### config.mk
export PLATFORM = sky130hd
export DESIGN_NAME = pipe_mem_arbiter
export DESIGN_NICKNAME = d
export VERILOG_FILES = /design/src/rtl/pipe_mem_pkg.sv /design/src/rtl/mem_arb_prio.sv /design/src/rtl/pipe_mem_arbiter.sv
export SDC_FILE = /design/constraint.sdc
export NUM_CORES = 1
export LEC_CHECK = 0
export CORE_MARGIN = 2
export CORE_UTILIZATION = 43
export CTS_BUF_LIST = sky130_fd_sc_hd__clkbuf_4
export DETAILED_ROUTE_END_ITERATION = 7
export GPL_ROUTABILITY_DRIVEN = 0
export PLACE_DENSITY = 0.88
export SETUP_SLACK_MARGIN = 0.15
export SLEW_MARGIN = 0
export SYNTH_ARGS = -nofsm -noshare
export SYNTH_HDL_FRONTEND = slang
export SYNTH_SLANG_ARGS = --single-unit
### constraint.sdc
create_clock -name clk -period 2.1 [get_ports clk]
set_input_delay 0.63 -clock clk [delete_from_list [all_inputs] [get_ports clk]]
set_output_delay 0.63 -clock clk [all_outputs]
set_load 0.01 [all_outputs]
### src/rtl/pipe_mem_pkg.sv
// Shared types and constants for the IF/MEM unified-memory arbiter.
package pipe_mem_pkg;

    typedef enum logic [1:0] {
        IDLE     = 2'd0,
        GNT_IF   = 2'd1,
        GNT_DM   = 2'd2,
        DRAIN_IF = 2'd3
    } state_t;

    localparam logic CLI_IF = 1'b0;
    localparam logic CLI_DM = 1'b1;

    localparam int STARVE_MAX_DEF = 4;

endpackage

### src/rtl/mem_arb_prio.sv
// Fixed MEM-first priority select with a saturating IF starvation counter.
module mem_arb_prio
    import pipe_mem_pkg::*;
#(
    parameter int STARVE_MAX = STARVE_MAX_DEF
) (
    input  logic clk,
    input  logic reset_n,
    input  logic i_arb_en,
    input  logic i_if_req,
    input  logic i_if_flush,
    input  logic i_dm_req,
    output logic o_grant_vld,
    output logic o_grant_id
);

    localparam logic [3:0] LP_MAX = 4'(STARVE_MAX);

    logic [3:0] r_starve_cnt;
    logic       w_dm_win;
    logic       w_if_win;

    // DM yields only when IF has waited STARVE_MAX grants and is actually eligible.
    assign w_dm_win    = i_dm_req & ((r_starve_cnt < LP_MAX) | ~i_if_req | i_if_flush);
    assign w_if_win    = ~w_dm_win & i_if_req & ~i_if_flush;
    assign o_grant_vld = w_dm_win | w_if_win;
    assign o_grant_id  = w_dm_win ? CLI_DM : CLI_IF;

    always_ff @(posedge clk or negedge reset_n) begin
        if (!reset_n) begin
            r_starve_cnt <= '0;
        end else if (!i_if_req) begin
            r_starve_cnt <= '0;
        end else if (i_arb_en && w_if_win) begin
            r_starve_cnt <= '0;
        end else if (i_arb_en && w_dm_win && (r_starve_cnt < LP_MAX)) begin
            r_starve_cnt <= r_starve_cnt + 4'd1;
        end
    end

endmodule

### src/rtl/pipe_mem_arbiter.sv
// Arbitrates IF fetches and MEM loads/stores onto one single-ported memory.
module pipe_mem_arbiter
    import pipe_mem_pkg::*;
#(
    parameter int ADDR_W     = 32,
    parameter int DATA_W     = 32,
    parameter int STARVE_MAX = STARVE_MAX_DEF
) (
    input  logic                clk,
    input  logic                reset_n,
    input  logic                if_req,
    input  logic [ADDR_W-1:0]   if_addr,
    input  logic                if_flush,
    output logic [DATA_W-1:0]   if_rdata,
    output logic                if_ack,
    output logic                if_stall,
    input  logic                dm_req,
    input  logic                dm_we,
    input  logic [ADDR_W-1:0]   dm_addr,
    input  logic [DATA_W-1:0]   dm_wdata,
    input  logic [DATA_W/8-1:0] dm_wstrb,
    output logic [DATA_W-1:0]   dm_rdata,
    output logic                dm_ack,
    output logic                dm_stall,
    output logic                mem_valid,
    output logic                mem_we,
    output logic [ADDR_W-1:0]   mem_addr,
    output logic [DATA_W-1:0]   mem_wdata,
    output logic [DATA_W/8-1:0] mem_wstrb,
    input  logic                mem_ready,
    input  logic [DATA_W-1:0]   mem_rdata,
    output logic                busy
);

    state_t              r_state;
    state_t              w_state_nxt;
    logic                w_grant_vld;
    logic                w_grant_id;
    logic                w_arb_en;
    logic                w_start;
    logic                w_done;

    logic                r_mem_valid;
    logic                r_mem_we;
    logic [ADDR_W-1:0]   r_mem_addr;
    logic [DATA_W-1:0]   r_mem_wdata;
    logic [DATA_W/8-1:0] r_mem_wstrb;
    logic                r_if_ack;
    logic                r_dm_ack;
    logic [DATA_W-1:0]   r_if_rdata;
    logic [DATA_W-1:0]   r_dm_rdata;

    assign w_arb_en = (r_state == IDLE);
    assign w_start  = w_arb_en & w_grant_vld;
    assign w_done   = ~w_arb_en & mem_ready;

    mem_arb_prio #(
        .STARVE_MAX (STARVE_MAX)
    ) u_prio (
        .clk        (clk),
        .reset_n    (reset_n),
        .i_arb_en   (w_arb_en),
        .i_if_req   (if_req),
        .i_if_flush (if_flush),
        .i_dm_req   (dm_req),
        .o_grant_vld(w_grant_vld),
        .o_grant_id (w_grant_id)
    );

    always_ff @(posedge clk or negedge reset_n) begin
        if (!reset_n) r_state <= IDLE;
        else          r_state <= w_state_nxt;
    end

    always_comb begin
        w_state_nxt = r_state;
        unique case (r_state)
            IDLE: begin
                if (w_grant_vld) w_state_nxt = (w_grant_id == CLI_DM) ? GNT_DM : GNT_IF;
            end
            GNT_IF: begin
                if (mem_ready)     w_state_nxt = IDLE;
                else if (if_flush) w_state_nxt = DRAIN_IF;
            end
            GNT_DM: begin
                if (mem_ready) w_state_nxt = IDLE;
            end
            DRAIN_IF: begin
                if (mem_ready) w_state_nxt = IDLE;
            end
            default: w_state_nxt = IDLE;
        endcase
    end

    always_ff @(posedge clk or negedge reset_n) begin
        if (!reset_n) begin
            r_mem_valid <= 1'b0;
            r_mem_we    <= 1'b0;
            r_mem_addr  <= '0;
            r_mem_wdata <= '0;
            r_mem_wstrb <= '0;
            r_if_ack    <= 1'b0;
            r_dm_ack    <= 1'b0;
            r_if_rdata  <= '0;
            r_dm_rdata  <= '0;
        end else begin
            r_if_ack <= 1'b0;
            r_dm_ack <= 1'b0;
            if (w_start) begin
                r_mem_valid <= 1'b1;
                if (w_grant_id == CLI_DM) begin
                    r_mem_we    <= dm_we;
                    r_mem_addr  <= dm_addr;
                    r_mem_wdata <= dm_wdata;
                    r_mem_wstrb <= dm_we ? dm_wstrb : '0;
                end else begin
                    r_mem_we    <= 1'b0;
                    r_mem_addr  <= if_addr;
                    r_mem_wdata <= '0;
                    r_mem_wstrb <= '0;
                end
            end else if (w_done) begin
                r_mem_valid <= 1'b0;
                // A flush arriving in the completing cycle still discards the fetch.
                if (r_state == GNT_IF && !if_flush) begin
                    r_if_ack   <= 1'b1;
                    r_if_rdata <= mem_rdata;
                end
                if (r_state == GNT_DM) begin
                    r_dm_ack   <= 1'b1;
                    r_dm_rdata <= r_mem_we ? '0 : mem_rdata;
                end
            end
        end
    end

    assign mem_valid = r_mem_valid;
    assign mem_we    = r_mem_we;
    assign mem_addr  = r_mem_addr;
    assign mem_wdata = r_mem_wdata;
    assign mem_wstrb = r_mem_wstrb;
    assign if_ack    = r_if_ack;
    assign dm_ack    = r_dm_ack;
    assign if_rdata  = r_if_rdata;
    assign dm_rdata  = r_dm_rdata;
    assign busy      = (r_state != IDLE);
    assign if_stall  = if_req & ~r_if_ack;
    assign dm_stall  = dm_req & ~r_dm_ack;

endmodule
; ---- Word level (Yosys, flattened, before mapping)
; Index checks and enable logic that the tools add are counted.
[classes]
addsub = 1
bitwise_logic = 17
eq_ne = 7
order_cmp = 1
n_mux = 24
n_reduce_logical = 12
[op_table]
columns = op, n
row1 = $mux 32, 3
row2 = $mux 4, 5
row3 = $mux 1, 10
row4 = $mux 2, 5
row5 = $reduce_and 3->1, 3
row6 = $and 1x1->1, 7
row7 = $not 1->1, 7
row8 = $pmux 2 s3, 1
row9 = $add 4x1->4 const B, 1
row10 = $eq 2x2->1 const B, 2
row11 = $logic_and 1x1->1, 4
row12 = $lt 4x3->1 const B, 1
row13 = $reduce_bool 2->1, 2
row14 = $ne 3x1->1 const B, 1
row15 = $ne 3x3->1 const B, 1
row16 = $or 1x1->1, 3
row17 = $eq 2x1->1 const B, 1
row18 = $logic_not 2->1, 1
row19 = $ne 2x1->1 const B, 1
row20 = $ne 2x2->1 const B, 1
row21 = $reduce_or 2->1, 1
row22 = $logic_not 1->1, 1
[word_totals]
input_bits = 139
out_inout_bits = 139
elab_cells = 73
reg_bits = 142

; ---- Depth between registers and ports, before layout
; Gate-level depths: netlist of run 1.
[depth]
word_depth = 11
depth_mapped = 6
ltp_nobuf = 4

; ---- By module
; From an unflattened synthesis of run 1, not the netlist that was laid out.
[unflattened]
hier_cells = 466
area_unflattened_um2 = 6458.7
[by_module_without_submodules]
columns = mod, area_per_inst_um2, seq_area_each_um2, instances, cells_each
row1 = pipe_mem_arbiter, 6248.5, 3453.3, 1, 446
row2 = mem_arb_prio, 210.2, 100.1, 1, 20

; ---- Least setup slack after synthesis of run 1
; OpenSTA, ideal clock, no wires.
[synth_path]
path_kind = input port to flip-flop
start = in if_flush
end = reg r_mem_wdata[0] (netlist: mem_wdata[0])
t_arrival_ns = 1.600
path_stages = 6
required_ns = 1.979
path_buffers = 3
setup_time_ns = 0.121
setup_slack_ns = 0.379
path_cell_list = nand2b_1 buf_2 a21o_1 buf_2 buf_2 a22o_1
[synth_via]
elab_chain_cells = 7
[synth_lines]
columns = element, line_no
row1 = from (decl), pipe_mem_arbiter.sv:13  ; input logic if_flush,
row2 = $or 1x1->1, mem_arb_prio.sv:24  ; assign w_dm_win = i_dm_req & ((r_starve_cnt < LP_MAX) | ~i_if_req | i_if_flush);
row3 = $and 1x1->1, mem_arb_prio.sv:24
row4 = $not 1->1, mem_arb_prio.sv:25  ; assign w_if_win = ~w_dm_win & i_if_req & ~i_if_flush;
row5 = $and 1x1->1 (2 in series), mem_arb_prio.sv:25
row6 = $or 1x1->1, mem_arb_prio.sv:26  ; assign o_grant_vld = w_dm_win | w_if_win;
row7 = $and 1x1->1, pipe_mem_arbiter.sv:54  ; assign w_start = w_arb_en & w_grant_vld;
row8 = to (signal assigned), pipe_mem_arbiter.sv:114  ; r_mem_wdata <= dm_wdata;
row9 = to (decl), pipe_mem_arbiter.sv:46  ; logic [DATA_W-1:0] r_mem_wdata;
; Several ways; a longest one is shown, not always the timed one.
; A chain may end at the register's enable or synchronous reset.

; ---- Worst setup path in the final report of run 1
[layout_path]
start = in if_flush
end = reg r_mem_addr[21] (netlist: mem_addr[21])
[layout_via]
elab_chain_cells = 7
[layout_lines]
columns = element, line_no
row1 = $or 1x1->1, mem_arb_prio.sv:24
row2 = $and 1x1->1, mem_arb_prio.sv:24
row3 = $not 1->1, mem_arb_prio.sv:25
row4 = $and 1x1->1 (2 in series), mem_arb_prio.sv:25
row5 = $or 1x1->1, mem_arb_prio.sv:26
row6 = $and 1x1->1, pipe_mem_arbiter.sv:54
row7 = to (signal assigned), pipe_mem_arbiter.sv:113  ; r_mem_addr <= dm_addr;
row8 = to (signal assigned), pipe_mem_arbiter.sv:118  ; r_mem_addr <= if_addr;
row9 = to (decl), pipe_mem_arbiter.sv:45  ; logic [ADDR_W-1:0] r_mem_addr;
; Several ways; a longest one is shown, not always the timed one.

==> results by group, run 1 <==
Floorplan
  – I/O pins: about 280
  – Die area: 0.01497 mm^2
  – Core area: 0.01377 mm^2
  – Site Rows: 43
  – Die H: 122.3 um
  – Effective utilization at floorplan: 43.72%
  – Die Wd: roughly 120 um

Logic synthesis
  – Cell area after synthesis: roughly 0.006 mm^2
  – Largest family of logic cells by synthesized area: compound AO/OA/AOI/OAI gates
  – Post-synthesis compound-gate area fraction: 20.05%
  – Synth warn: 0
  – Post-synthesis sequential area ratio: 59.01%
  – XOR/XNOR Fraction of Synth Area: 0%
  – Seq cells post-synth: 142
  – Post-Synth Adder-Cell Area: 0.2078%
  – Unique masters post-synth: 32
  – Mux contribution to synthesized area: 5.984%
  – Synth Instances: 515
  – Simple-Gate Fraction of Synth Area: under 10%
  – Syn nets: 655
  – Post-Syn Area per Cell: 11.69 um^2

Global routing
  – Pin count of the biggest net entering global routing: 66
  – Vias in the first global route: 5,423
  – Initial antenna violation count: 2
  – Overall Global Routing Usage: 24.16%
  – First-pass GRT wire length: 28.03 mm
  – Grt ovf: 0

Clock tree
  – Clk sinks: 142
  – Clock transition at the registers of the reported paths: 0.13 ns
  – CTS root buf: clkbuf_4
  – Clock latency on the worst-skew pair: 0.55 ns
  – H-tree lvl count: 4
  – Cts bufs inserted: 17
  – Clk buf depth: 2
  – CTS tree: done

Placement
  – Placed instance area: 0.009102 mm^2
  – Post-DP HPWL: about 13 mm
  – IO buf count: 277

STA
  – Fmax: 498.9 MHz
  – Tmin final: between 2 and 2.5 ns
  – Final setup viols: 0
  – Worst-margin pin slew: 0.7028 ns
  – RSZ-0062 raised after global routing: true
  – Clock Skew: 0.01859 ns
  – Final Cycle Share: 95.45%
  – Final Hold Fails: 0
  – Final Slew Violations: 0
  – Slew margin rel.: 53.03%
  – WHS: 0.4632 ns

Final layout
  – Fill cells: approximately 1.0k
  – Area grow syn2layout: 57.86%
  – Design Area, Final: 0.009507 mm^2
  – Share of layout cells above drive strength 1: 13.22%
  – Fin nets: 959

Worst hold path
  – Hold_sp: if_req
  – Worst min path class: input port to flip-flop

Worst setup path
  – Critical path class: input port to flip-flop
  – Crit path launch type: input port
  – Crit path arrival time: roughly 2.4 ns
  – Crit path launch: if_flush
  – Setup crit end kind: flip-flop
  – Critical Path Fanout Max: 16
  – R2r startpoint: r_state[1]
  – Critical Path RT: 2.50 ns

Power
  – PD cells: approximately 1100 mW/mm^2
  – Max rail drop VDD: 0.0006985 V
  – Leak Pwr: 4.436 nW

Drt
  – Drt pass-1 iters: 5
  – Vias/cell: between 5 and 6
  – DR vias: 5,433
  – Routed WL per cell: roughly 18 um
  – WL final: 18.45 mm
  – Number of antenna-violating nets in the routed design: 0
  – DRT iter0 DRCs: 465
  – Post-route DRC: 0

Status
  – Status: finished, final reports clean

Run
  – Max-cap check violation count: 0
-- placed cells by master, fill, tap and decap left out, drive strengths merged, types with 2 or more instances in the layout --
master	netlist	layout
a22o	33	33
clkbuf	27	18
diode	0	2
dfrtp	142	142
inv	38	39
o21ai	35	35
clkdlybuf4s50	0	135
nand2b	33	33
a221oi	34	34
clkinv	0	6
bufinv	0	3
dlygate4sd2	0	106
nand2	33	33
nor2	38	38
clkdlybuf4s15	0	32
a2111oi	32	32
mux2	32	32
clkinvlp	0	4
buf	19	57
a32o	4	4
-- flip-flops by register name (all words and copies together) (netlist names) --
| signal | count |
|---|---|
| mem_valid | 1 |
| mem_wstrb | 4 |
| r_state | 2 |
| dm_ack | 1 |
| if_ack | 1 |
| mem_addr | 32 |
| mem_we | 1 |
| if_rdata | 32 |
| mem_wdata | 32 |
| u_prio.r_starve_cnt | 4 |
| dm_rdata | 32 |
-- cells in the mapped netlist --
library cell	instances	area, um^2
clkbuf_1	27	101.4
buf_6	3	33.78
nand4_1	1	6.260
mux2_1	32	360.4
a21o_1	1	7.510
dfrtp_1	142	3553
nand2_1	33	123.9
or4_4	1	11.26
buf_4	1	7.510
a2111oi_0	32	280.3
inv_1	36	135.1
nor2_1	38	142.6
a22oi_1	1	7.510
o21ai_1	35	175.2
inv_2	2	7.510
ha_1	1	12.51
nand2b_1	33	206.5
nor4b_4	1	23.77
nand3b_1	1	7.510
o22ai_1	1	6.260
a22o_1	33	289.0
a32o_1	4	40.04
a41oi_1	1	8.760
o211a_1	1	10.01
a221oi_2	9	135.1
o21a_1	1	7.510
a21oi_1	1	5.000
or3_1	1	6.260
buf_2	15	75.07
o32ai_1	1	8.760
a221oi_1	25	219.0
a211oi_1	1	7.510
-- repair_timing --
action / 4_1_cts / 5_1_grt
resized for setup: 159 / 35
setup buffers: 6 / 21
hold buffers: 1 / 0
pin swaps: 1 / 1
endpoints found under the setup margin: 160 / 46
hold endpoints to repair: 39 / 0
-- report_power, final --
group	total [mW]	switching (mW)	leakage [nW]	internal, mW
sequential	4.20	0.524	1.74	3.68
clock	1.86	1.02	0.152	0.837
combinational	4.08	1.93	2.54	2.15
-- final cells by class --
type / count / area [um^2] / area share [%]
Antenna cell: 2 / 5.005 / 0.05265
Timing Repair Buffer: 331 / 3144 / 33.07
Tap cell: 180 / 225.2 / 2.369
Clock buffer: 18 / 135.1 / 1.421
Clock inverter: 14 / 168.9 / 1.777
Multi-Input combinational cell: 289 / 2130 / 22.40
Inverter: 38 / 142.6 / 1.500
Sequential cell: 142 / 3556 / 37.40
-- worst paths after layout --
kind | end | slack (ns) | cells past startpoint
min in group asynchronous | if_rdata[19] | 0.55 | 2
max in group asynchronous | dm_rdata[30] | 0.91 | 3
setup reg to reg | mem_addr[6] | 0.20 | 7
hold / removal | u_prio.r_starve_cnt[3] | 0.46 | 3
hold reg to reg | dm_rdata[18] | 0.49 | 2
setup / recovery | mem_addr[21] | 0.1 | 5
-- cells by family (layout without fill, tap and decap cells) --
group	Yosys count	after routing
flops	142	142
buf+inv	84	401
fa+ha+maj	1	1
compound gates	147	147
other cells	0	2
simple gates	109	109
mux	32	32
-- critical path: stages --
cell	delay (ns)
clkdlybuf4s50_1	0.43
nand2b_1	0.28
buf_4	0.26
a2111oi_1	0.68
a221oi_2	0.12
-- stage by stage --
stage	total power [mW]	utilization, %	setup WS (ns)	instances	setup TNS, ns
floorplan	5.968	-	0.3786	515	0
global placement	8.544	66.09	-0.4555	952	-11.54
detailed placement	8.732	66.09	-0.4263	952	-14.36
CTS	9.951	67.46	0.06392	991	0
global route	10.76	69.02	0.06866	1014	0
finish	10.14	69.02	0.09556	1014	0
-- layer usage --
layer | global-route usage (%) | up-vias | share of wire (%)
met1 | 28.78 | 2655 | 38
met2 | 41.35 | 266 | 52
li1 | - | 2471 | -
met5 | 0 | - | 0
met4 | 11.06 | 0 | 2.8
met3 | 5.809 | 41 | 7.7
Power figures use the tool's default switching activity.
==> run 2: changes to the inputs <==
--- a/config.mk
+++ b/config.mk
@@ -10,8 +10,7 @@
 export CTS_BUF_LIST = sky130_fd_sc_hd__clkbuf_4
 export DETAILED_ROUTE_END_ITERATION = 7
 export GPL_ROUTABILITY_DRIVEN = 0
-export PLACE_DENSITY = 0.88
-export SETUP_SLACK_MARGIN = 0.15
+export PLACE_DENSITY = 0.83
 export SLEW_MARGIN = 0
 export SYNTH_ARGS = -nofsm -noshare
 export SYNTH_HDL_FRONTEND = slang
==> results by group, run 2 (synthesis results as in run 1) <==
Status
  – Status: finished, final reports clean

Clock tree
  – CTS root buf: clkbuf_4
  – Clock transition at the registers of the reported paths: 0.11 ns (-0.02 ns)
  – Clock latency on the worst-skew pair: 0.55 ns (about the same)
  – Clk buf depth: 2 (unchanged)
  – Cts bufs inserted: 17 (unchanged)
  – H-tree lvl count: 4 (unchanged)
  – CTS tree: done
  – Clk sinks: 142 (unchanged)

Worst setup path
  – Reg2reg path depth: 5 (-2)
  – R2R Setup Slk: 0.18 ns (-0.02 ns)
  – Critical Path RT: 1.47 ns (-1.03 ns)
  – Crit path launch type: input port
  – Critical path class: input port to output port
  – Setup crit end kind: output port
  – Critical-path cell list: clkdlybuf4s50_1 -> inv_2 -> nor2_1 -> buf_2
  – Delay of the slowest critical-path stage: 0.50 ns (-0.18 ns)
  – Slowest CP cell: clkdlybuf4s50_1
  – Critical Path Fanout Max: 2 (-14)
  – R2r startpoint: r_state[1]
  – Crit path arrival time: 1.42 ns (-0.98 ns)
  – End of the worst register-to-register path: u_prio.r_starve_cnt[0]

Final layout
  – Fill cells: 1,091 (+7.2%)
  – Area grow syn2layout: 54.81%
  – Share of layout cells above drive strength 1: 10.23% (-3.0 points)
  – Commonest non-fill, non-tap cells in the layout: 141 x dfrtp_1, 137 x clkdlybuf4s50_1, 136 x dlygate4sd2_1
  – Commonest non-fill, non-tap cell in the layout: dfrtp_1
  – Fin nets: 938 (-2.2%)
  – Non-filler instance count after layout: 992 (-2.2%)

STA
  – Tmin final: 2.052 ns (+0.04772 ns)
  – Setup ws final: 0.04784 ns (-0.04772 ns)
  – Fmax: 487.3 MHz (-2.3%)
  – Final Hold Fails: 0 (unchanged)
  – Worst-margin pin slew: 0.5254 ns (-0.1775 ns)
  – Setup TNS: 0 ns (unchanged)
  – RSZ-0062 raised after global routing: false
  – Final Cycle Share: 97.72% (+2.3 points)
  – Final setup viols: 0 (unchanged)
  – Final Slew Violations: 0 (unchanged)
  – Slew margin rel.: 64.07% (+11 points)
  – Clock Skew: 0.01582 ns (-0.002769 ns)

Drt
  – DR vias: 5,302 (-2.4%)
  – Vias/cell: 5.345 (-0.25%)
  – DRT iter0 DRCs: 325 (-30%)
  – Post-route DRC: 0 (unchanged)
  – WL final: 17.81 mm (-3.5%)
  – Drt pass-1 iters: 4 (-1)
  – Number of antenna-violating nets in the routed design: 0 (unchanged)
  – Routed WL per cell: 17.95 um (-1.3%)

Global routing
  – Grt ovf: 0 (unchanged)
  – Vias in the first global route: 5,443 (+0.37%)
  – Overall Global Routing Usage: 24.01% (-0.15 points)
  – Initial antenna violation count: 1 (-1)
  – First-pass GRT wire length: 27.51 mm (-1.9%)
  – Pin count of the biggest net entering global routing: 70 (+6.1%)

Floorplan
  – Die area: 0.01497 mm^2 (unchanged)
  – Site Rows: 43 (unchanged)
  – Effective utilization at floorplan: 43.72% (unchanged)
  – Die H: 122.3 um (unchanged)
  – Core area: 0.01377 mm^2 (unchanged)
  – I/O pins: 278 (unchanged)
  – Die Wd: 122.3 um (unchanged)

Placement
  – Post-DP HPWL: 12.73 mm (-1.0%)
  – Place WS: -0.4016 ns (+0.02468 ns)
  – IO buf count: 277 (unchanged)
  – Cells after DPL: 953 (+0.11%)

Worst hold path
  – Worst Hold End: if_rdata[16]
  – Hold_sp: if_rdata[16]
  – Hold depth: 1 (-2)
  – Worst min path class: flip-flop to flip-flop

Power
  – Total chip power: 9.898 mW (-2.4%)
  – Max rail drop VDD: 0.0006251 V (-10%)
  – PD cells: 1062 mW/mm^2 (-0.43%)
  – Leak Pwr: 4.401 nW (-0.80%)

Run
  – Max-cap check violation count: 0 (unchanged)
## run 2: changes by cell type in the layout (fill, tap and decap cells not counted), sizes merged
cell / change
buf: -22
bufinv: +1
clkbuf: +2
clkdlybuf4s15: -32
clkdlybuf4s50: +2
clkinv: +2
clkinvlp: -3
diode: -1
dlygate4sd2: +30
inv: -1
## run 2: worst max path at each step
stage | depth (start not counted) | slack, ns | start | end
3_5_place_dp | 4 | -0.40 | if_req | if_stall
4_1_cts | 3 | -0.08 | r_state[1] | busy
5_1_grt | 4 | 0.005 | if_req | if_stall
6_report | 4 | 0.05 | dm_req | dm_stall
3_3_place_gp | 4 | -0.40 | dm_req | dm_stall
2_1_floorplan | 6 | 0.38 | if_flush | mem_wdata[0]
## run 2: what timing repair did
item | 4_1_cts | 5_1_grt
pin swaps | 0 | 2
setup buffers | 4 | 1
hold buffers | 1 | 0
gates resized for setup | 148 | 3
hold endpoints to repair | 36 | 0
setup endpoints to repair | 139 | 3
gates cloned | 0 | 0
## run 2: layer usage
layer / vias to the layer above / routed length (um) / global-route usage, %
li1: 2441 / - / -
met1: 2590 / 6924 / 28.02
met2: 232 / 9136 / 41.46
met3: 39 / 1232 / 6.366
met4: 0 / 517 / 10.70
met5: - / 0 / 0
## run 2: power by group
part / leakage [nW] / switching [mW] / internal [mW] / total (mW)
Combinational: 2.49 / 1.86 / 1.95 / 3.81
Clock: 0.169 / 0.965 / 0.956 / 1.92
Sequential: 1.74 / 0.490 / 3.67 / 4.16
## run 2: layout make-up
cell class | count | area (um^2) | area share [%]
antenna | 1 | 2.502 | 0.02684
clock buffer | 19 | 142.6 | 1.530
clock inverter | 13 | 171.4 | 1.839
inverter | 38 | 142.6 | 1.530
multi-input combinational | 289 | 2120 | 22.74
sequential | 142 | 3555 | 38.13
tap | 180 | 225.2 | 2.416
timing repair buffer | 310 | 2964 | 31.79
## run 2: worst max-delay path: cells and delay by family
family,cells,cell delay (ns)
simple gates,1,0.10
buf+inv,3,0.69
## run 2: through the flow
| stage | cell area, um^2 | hold slack, ns | util [%] |
|---|---|---|---|
| 3_3_place_gp | 9135 | 0.4676 | 66.32 |
| 3_5_place_dp | 9135 | 0.4750 | 66.32 |
| 2_1_floorplan | 6022 | 0.3344 | - |
| 4_1_cts | 9316 | 0.4967 | 67.64 |
| 6_report | 9323 | 0.4895 | 67.69 |
| 5_1_grt | 9323 | 0.5131 | 67.69 |
==> run 3: changes to the inputs <==
--- a/config.mk
+++ b/config.mk
@@ -5,6 +5,7 @@
 export SDC_FILE = /design/constraint.sdc
 export NUM_CORES = 1
 export LEC_CHECK = 0
+export CAP_MARGIN = 20
 export CORE_MARGIN = 2
 export CORE_UTILIZATION = 43
 export CTS_BUF_LIST = sky130_fd_sc_hd__clkbuf_4
==> results of run 3 <==
Same layout as run 2: the final DEF is identical, and so are final timing and power.
